[src/rtl/gpio_pattern_gen.sv]
// gpio_pattern_gen: queues 16-bit data words from host packets in a FIFO and replays them
// onto the GPIO pins at one word every divider clocks. Underrun is reported as a sticky flag.
// Optional feature macro: GPIO_PG_CONFIG_PKT_EN enables runtime config packets (header 2'b11)
// that set the replay divider and can clear the underrun flag.
module gpio_pattern_gen #(
   parameter int unsigned Width = 32,
   parameter int unsigned Depth = 16,
   parameter int unsigned Div   = 16
) (
   input  logic             clk_i,
   input  logic             rst_ni,
   input  logic [Width-1:0] packet_in_i,
   input  logic             packet_in_valid_i,
   output logic             packet_in_ready_o,
   output logic [15:0]      pin_vals_o,
   output logic             pin_update_o,
   output logic             underrun_o,
   output logic             drop_o
);

   localparam int unsigned    AddrW    = (Depth > 1) ? $clog2(Depth) : 1;
   localparam logic [15:0]    DivInit  = 16'(Div);
   localparam logic [AddrW:0] DepthCnt = (AddrW + 1)'(Depth);

   typedef enum logic {StIdle, StRun} state_e;

   logic [15:0]      mem_q [Depth];
   logic [AddrW-1:0] wr_ptr_q, rd_ptr_q;
   logic [AddrW:0]   count_q;
   state_e           state_q;
   logic [15:0]      cnt_q;
   logic [15:0]      pin_vals_q;
   logic             pin_update_q, underrun_q, drop_q;

   logic [1:0]  hdr;
   logic        accept, push, pop, cfg_acc, fifo_empty, underrun_clr;
   logic [15:0] div_cur;

   // Bits outside the interpreted fields are intentionally ignored.
   logic unused_pkt_bits;
   assign unused_pkt_bits = ^{packet_in_i[Width-1:28], packet_in_i[25:16]};

   assign hdr        = packet_in_i[27:26];
   assign fifo_empty = (count_q == '0);
   assign accept     = packet_in_valid_i && (count_q != DepthCnt);
   assign push       = accept && (hdr == 2'b10);

`ifdef GPIO_PG_CONFIG_PKT_EN
   logic [15:0] div_q;
   logic        clr_q;

   assign cfg_acc      = accept && (hdr == 2'b11);
   assign div_cur      = div_q;
   assign underrun_clr = clr_q;

   // Runtime divider and deferred underrun clear, written by config packets.
   always_ff @(posedge clk_i or negedge rst_ni) begin
      if (!rst_ni) begin
         div_q <= DivInit;
         clr_q <= 1'b0;
      end else begin
         clr_q <= cfg_acc && packet_in_i[16];
         if (cfg_acc) begin
            div_q <= (packet_in_i[15:0] == 16'd0) ? 16'd1 : packet_in_i[15:0];
         end
      end
   end
`else
   assign cfg_acc      = 1'b0;
   assign div_cur      = DivInit;
   assign underrun_clr = 1'b0;
`endif

   // Pop decision: first word out of idle, or a tick that finds data waiting.
   always_comb begin
      pop = 1'b0;
      unique case (state_q)
         StIdle:  pop = !fifo_empty;
         StRun:   pop = (cnt_q == 16'd0) && !fifo_empty;
         default: pop = 1'b0;
      endcase
   end

   // FIFO storage; contents need no reset since the count gates every read.
   always_ff @(posedge clk_i) begin
      if (push) begin
         mem_q[wr_ptr_q] <= packet_in_i[15:0];
      end
   end

   // FIFO pointers and occupancy.
   always_ff @(posedge clk_i or negedge rst_ni) begin
      if (!rst_ni) begin
         wr_ptr_q <= '0;
         rd_ptr_q <= '0;
         count_q  <= '0;
      end else begin
         if (push) wr_ptr_q <= wr_ptr_q + 1'b1;
         if (pop)  rd_ptr_q <= rd_ptr_q + 1'b1;
         if (push && !pop) begin
            count_q <= count_q + 1'b1;
         end else if (pop && !push) begin
            count_q <= count_q - 1'b1;
         end
      end
   end

   // Replay FSM with registered pin, update, underrun and drop outputs.
   always_ff @(posedge clk_i or negedge rst_ni) begin
      if (!rst_ni) begin
         state_q      <= StIdle;
         cnt_q        <= '0;
         pin_vals_q   <= '0;
         pin_update_q <= 1'b0;
         underrun_q   <= 1'b0;
         drop_q       <= 1'b0;
      end else begin
         pin_update_q <= pop;
         drop_q       <= accept && !push && !cfg_acc;
         if (underrun_clr) underrun_q <= 1'b0;
         if (pop) begin
            pin_vals_q <= mem_q[rd_ptr_q];
            cnt_q      <= div_cur - 16'd1;
         end
         unique case (state_q)
            StIdle: begin
               if (pop) state_q <= StRun;
            end
            StRun: begin
               if (cnt_q != 16'd0) begin
                  cnt_q <= cnt_q - 16'd1;
               end else if (fifo_empty) begin
                  // Tick with nothing queued: hold pins, flag it, wait for new data.
                  underrun_q <= 1'b1;
                  state_q    <= StIdle;
               end
            end
            default: state_q <= StIdle;
         endcase
      end
   end

   assign packet_in_ready_o = (count_q != DepthCnt);
   assign pin_vals_o        = pin_vals_q;
   assign pin_update_o      = pin_update_q;
   assign underrun_o        = underrun_q;
   assign drop_o            = drop_q;

endmodule

[config.mk]
export PLATFORM = sky130hd
export DESIGN_NAME = gpio_pattern_gen
export DESIGN_NICKNAME = d
export VERILOG_FILES = /design/src/rtl/gpio_pattern_gen.sv
export SDC_FILE = /design/constraint.sdc
export NUM_CORES = 1
export LEC_CHECK = 0
export ABC_CLOCK_PERIOD_IN_PS = 10100
export CORE_ASPECT_RATIO = 1.4
export CORE_MARGIN = 2
export CORE_UTILIZATION = 30
export DETAILED_ROUTE_END_ITERATION = 12
export GPL_ROUTABILITY_DRIVEN = 0
export RECOVER_POWER = 100
export SLEW_MARGIN = 20
export SYNTH_ARGS = -nofsm -noshare
export SYNTH_HDL_FRONTEND = slang
export SYNTH_SLANG_ARGS = --single-unit
[constraint.sdc]
create_clock -name clk_i -period 10.1 [get_ports clk_i]
set_clock_uncertainty 0.2 [all_clocks]
set_input_delay 2.02 -clock clk_i [delete_from_list [all_inputs] [get_ports clk_i]]
set_output_delay 2.02 -clock clk_i [all_outputs]
set_load 0.05 [all_outputs]
# Word-level counts from Yosys, hierarchy flattened
# Memory sizes are Yosys's and may differ from the RTL's. A register that Yosys moved wholly into a read port is not among the register bits.
# Index checks and enable logic that the tools add are counted.
[totals] regBits=33 mem_bits_rw=256 input_bits=35 out_inout_bits=20 word_cells=45 n_memories=1
[op_classes] addsub=5 n_eq_ne=2 n_mux=12 n_bitwise=2 n_reduce_logical=15
[mem_list] memory="mem_q" depth=16 width=16 rd=1 rd_clocked_by_memory_dff=1 write_ports=1 line="27" text="logic [15:0] mem_q [Depth];"
[ops] op="$mux W16" count=3
[ops] op="$logic_not A16 Y1" count=1
[ops] op="$reduce_bool A16 Y1" count=1
[ops] op="$sub A16 B1 Y16 const B" count=1
[ops] op="$mux W5" count=2
[ops] op="$add A4 B1 Y4 const B" count=2
[ops] op="$logic_and A1 B1 Y1" count=6
[ops] op="$add A5 B1 Y5 const B" count=1
[ops] op="$logic_not A5 Y1" count=1
[ops] op="$mux W1" count=5
[ops] op="$ne A5 B5 Y1 const B" count=1
[ops] op="$sub A5 B1 Y5 const B" count=1
[ops] op="$logic_not A1 Y1" count=4
[ops] op="$pmux W1 S2" count=2
[ops] op="$reduce_and A3 Y1" count=1
[ops] op="$eq A2 B2 Y1 const B" count=1
[ops] op="$not A1 Y1" count=2
[ops] op="$reduce_bool A2 Y1" count=1

# Longest topological paths before layout
[logic_depth] depth_word=7 depth_mapped=14 depth_no_buf=14

# Least setup slack after synthesis
# Ideal clock, no wire load.
[synth_path] path_type="input port to flip-flop" startpoint="input port packet_in_i[27]" endpoint="register count_q[4]" setup_ns=0.125 arrival_ns=3.901 t_required_ns=9.775 path_slack_ns=5.874 stages=11 n_path_buf=1 cell_sequence="nor2b_1 > and3_1 > clkbuf_1 > ha_1 > inv_1 > fa_1 > a21o_1 > a21oi_1 > xnor2_1 > nor2_1 > xor2_1"
[synth_via] elab_chain_len=5 elab_cells_between_ends=7 classes_between="eq/ne (1); mux (1); reduce/logical (5)"
[synth_rtl] element="from (decl)" line="12" text="input logic [Width-1:0] packet_in_i,"
[synth_rtl] element="$eq A2 B2 Y1 (*)" line="46" text="assign push = accept && (hdr == 2'b10);"
[synth_rtl] element="$logic_and A1 B1 Y1 (*)" line="46"
[synth_rtl] element="named net push" line="36" text="logic accept, push, pop, cfg_acc, fifo_empty, underrun_clr;"
[synth_rtl] element="$logic_not A1 Y1" line="102" text="end else if (pop && !push) begin"
[synth_rtl] element="$logic_and A1 B1 Y1" line="102"
[synth_rtl] element="$reduce_bool A2 Y1 (no line)"
[synth_rtl] element="to (signal assigned)" line="101" text="count_q <= count_q + 1'b1;"
[synth_rtl] element="to (signal assigned)" line="103" text="count_q <= count_q - 1'b1;"
[synth_rtl] element="to (decl)" line="29" text="logic [AddrW:0] count_q;"
# Mark *: on every way through the listed nets, which the timed path passes. The rest lies on a longest branch.
# A chain may end at the register's enable or synchronous reset.

==> metrics.txt <==
ys async rst share=16.1%; initial DRC count=453; first-pass GRT wire length=37,600 um; Slowest cell on crit path=clkbuf_1; Final Cycle Share=50.4%; crit path time final=5.09 ns; Syn Inst Count=approximately 620; postcts setup bufs=0; XOR/XNOR share of the synthesized area=0.871%; clk buf depth=3; Seq cells post-synth=roughly 300; Worst Path Arrival=4.39 ns; Final nets=723; # resized after CTS=0; vias=5,874; post-synthesis sequential area ratio=73.9%; Ports=55; WL/cell=20.1 um; pin slew with the least headroom to its limit=3.22 ns; hold-fix buffers at CTS=0; fin. max-slew vios=186; WHS=0.263 ns; Power Density=between 200 and 300 nW/um2; clock tree sinks=305; top cells by area, synth=edfxtp_1 (64%), mux4_2 (12%), dfrtp_1 (10%); Syn. warnings=0; Core Util, Final=around 36%; unrepaired setup endpoints after global routing=no; synth unique cells=50; switching share of power=between 20% and 30%; CP max stage delay=~2.3 ns; post-synthesis mux area share=14.0%; area share of the largest cell type after synthesis=63.7%; Die Y=241 um; syn nets=approximately 670; Max Clock Freq=0.196 GHz; number of synthesized flops with an enable pin=256; CTS tree=yes; crit-path max FO=49; Post-Synth Adder-Cell Area=1.20%; leakage=4.63 nW; Syn-to-layout area delta=16.3%; worst min-delay path class=flip-flop to flip-flop; Logic pwr share=a little under a quarter; die width=174 um; Reg power frac=roughly 45%; via density per instance=about 4.8; Max Cap Viol=9; status=finished with violations; largest area contributor in the netlist=edfxtp_1; setup violators final=0; Total Wirelength=24,700 um; PortBufs=40; synthesized area=approximately 12,000 um2; largest net degree at the start of global routing=67; clock root buffer=clkbuf_16; cell family with most CP delay=buffers and inverters; Non-Filler Cell Area, Final=14,000 um2; # DRC=0; CP Buf/Inv Count=2; main combinational cell family by area after synthesis=multiplexers; Compound-Gate Fraction of Synth Area=under 10%; critical path class=input port to asynchronous set/reset pin; endpoint class of the critical path=asynchronous set/reset pin; Post-Synth Simple-Gate Area=4.73%; H-tree levels=1; antenna-violating nets left=0; Reg clk slew, reported paths=0.06 ns; total track usage=a little under an eighth; Area after DPL=13,100 um2; CP Data Required Time=around 9.4 ns; Cell Rows=86; Worst Setup Start Kind=input port; Fin. Hold Viols=0; P_int=2.51 mW; initial antenna violation count=3; synthesized area per cell=19.4 um2; Sw Pwr=1.03 mW; critical-path cell list=buf_2, clkbuf_1; layout cells sized above 1=21.0%; Core ar.=39,500 um2; CTS buffer count=29; vias in the first global route=approximately 6,200; Post-Route Setup TNS=0 ns; Tot Pwr=3.54 mW; failing checks=capacitance limit, slew limit; Clk pwr share=31.9%; starting density of the core=30.6%; Peak supply drop=0.139 mV; Slew headroom=-115%; worst skew pair latency=~0.57 ns; detailed placer's ending HPWL=13,900 um; GRT overflow=0; die area=41,900 um2; Synth Flop Type=edfxtp_1; Pre-Repair DR Iteration Count=4
-- metrics by stage --
stage	setup slack [ns]	instances
after floorplan	5.87	623
final	5.01	1230
after global routing	4.34	1230
after detailed placement	5.07	1173
after global placement	5.15	1173
after CTS	5.50	1227
-- placed cells by master, fill, tap and decap left out, types with 3 or more instances in the layout --
cell           count
edfxtp_1         256
mux4_2            64
dfrtp_1           47
dlygate4sd3_1     37
a22oi_1           32
nand2_1           29
clkbuf_16         29
mux2_2            18
inv_1             12
nor3_1            12
and2_0            12
clkbuf_1          11
nor2_1            10
a21o_1            10
ha_1              10
o21ai_0            8
xnor2_1            8
a21oi_1            6
or4_1              5
clkinv_1           5
buf_4              5
nor4_1             4
nor2b_1            4
mux2i_1            4
xor2_1             4
inv_6              4
clkbuf_8           4
clkinv_2           4
bufinv_16          4
or3_1              3
o31ai_1            3
-- worst paths after layout --
kind                                  from          end  slack (ns)  cells after the start
min in group asynchronous           rst_ni    cnt_q[15]        2.44                      2
min reg2reg                     underrun_o   underrun_o        0.26                      1
max reg2reg                       cnt_q[0]   count_q[4]        6.28                     14
max in group clk_i         packet_in_i[27]  mem_q[1][5]        5.27                      5
max                                 rst_ni  rd_ptr_q[1]        5.01                      2
min                             underrun_o   underrun_o        0.26                      1
-- power groups by stage --
stage	clock network [mW]	registers, mW	logic [mW]
floorplan	0	1.69	0.515
finish	1.13	1.57	0.838
global placement	0	1.60	0.863
detailed placement	0	1.60	0.872
global route	1.20	1.59	0.913
CTS	1.15	1.57	0.873
-- registers in the layout, indices dropped and copies added (netlist names) --
signal        cells
mem_q           256
wr_ptr_q          4
drop_o            1
state_q           1
rd_ptr_q          4
pin_update_o      1
underrun_o        1
cnt_q            16
pin_vals_o       16
count_q           5
-- cell type report --
| class | count | area, um2 |
|---|---|---|
| antenna | 2 | 5.00 |
| clock buffer | 37 | 796 |
| clock inverter | 17 | 194 |
| fill | 3664 | 25500 |
| inverter | 13 | 50.0 |
| multi-input combinational | 276 | 2950 |
| sequential | 305 | 8920 |
| tap | 528 | 661 |
| timing repair buffer | 52 | 459 |
-- cell usage after synthesis (all sizes together), types with 3 or more instances --
library cell,instances
edfxtp,256
mux4,64
dfrtp,49
a22oi,32
nand2,30
mux2,18
clkbuf,16
and2,14
buf,13
inv,12
nor2,12
nor3,12
a21o,10
ha,10
o21ai,8
xnor2,8
a21oi,6
nor2b,5
or4,5
mux2i,4
nor4,4
xor2,4
nand4,3
o31ai,3
or3,3
-- routing by layer --
metal  global-route usage [%]  vias up  part of all wire (%)  routed length (um)
li1                         -     2616                     -                   -
met1                     13.9     3094                    40                9820
met2                     22.3      124                    53               13200
met3                     2.06       38                   4.5                1120
met4                     4.47        2                   2.5                 629
met5                        0        -                 0.053                  13
-- kinds of logic after synthesis --
kind of cell,after synthesis
compound gates,65
xor+xnor,12
fa+ha+maj,11
buf+inv,42
flops,305
mux,86
simple gates,102
Note: power is estimated with default switching activity, not from simulation.
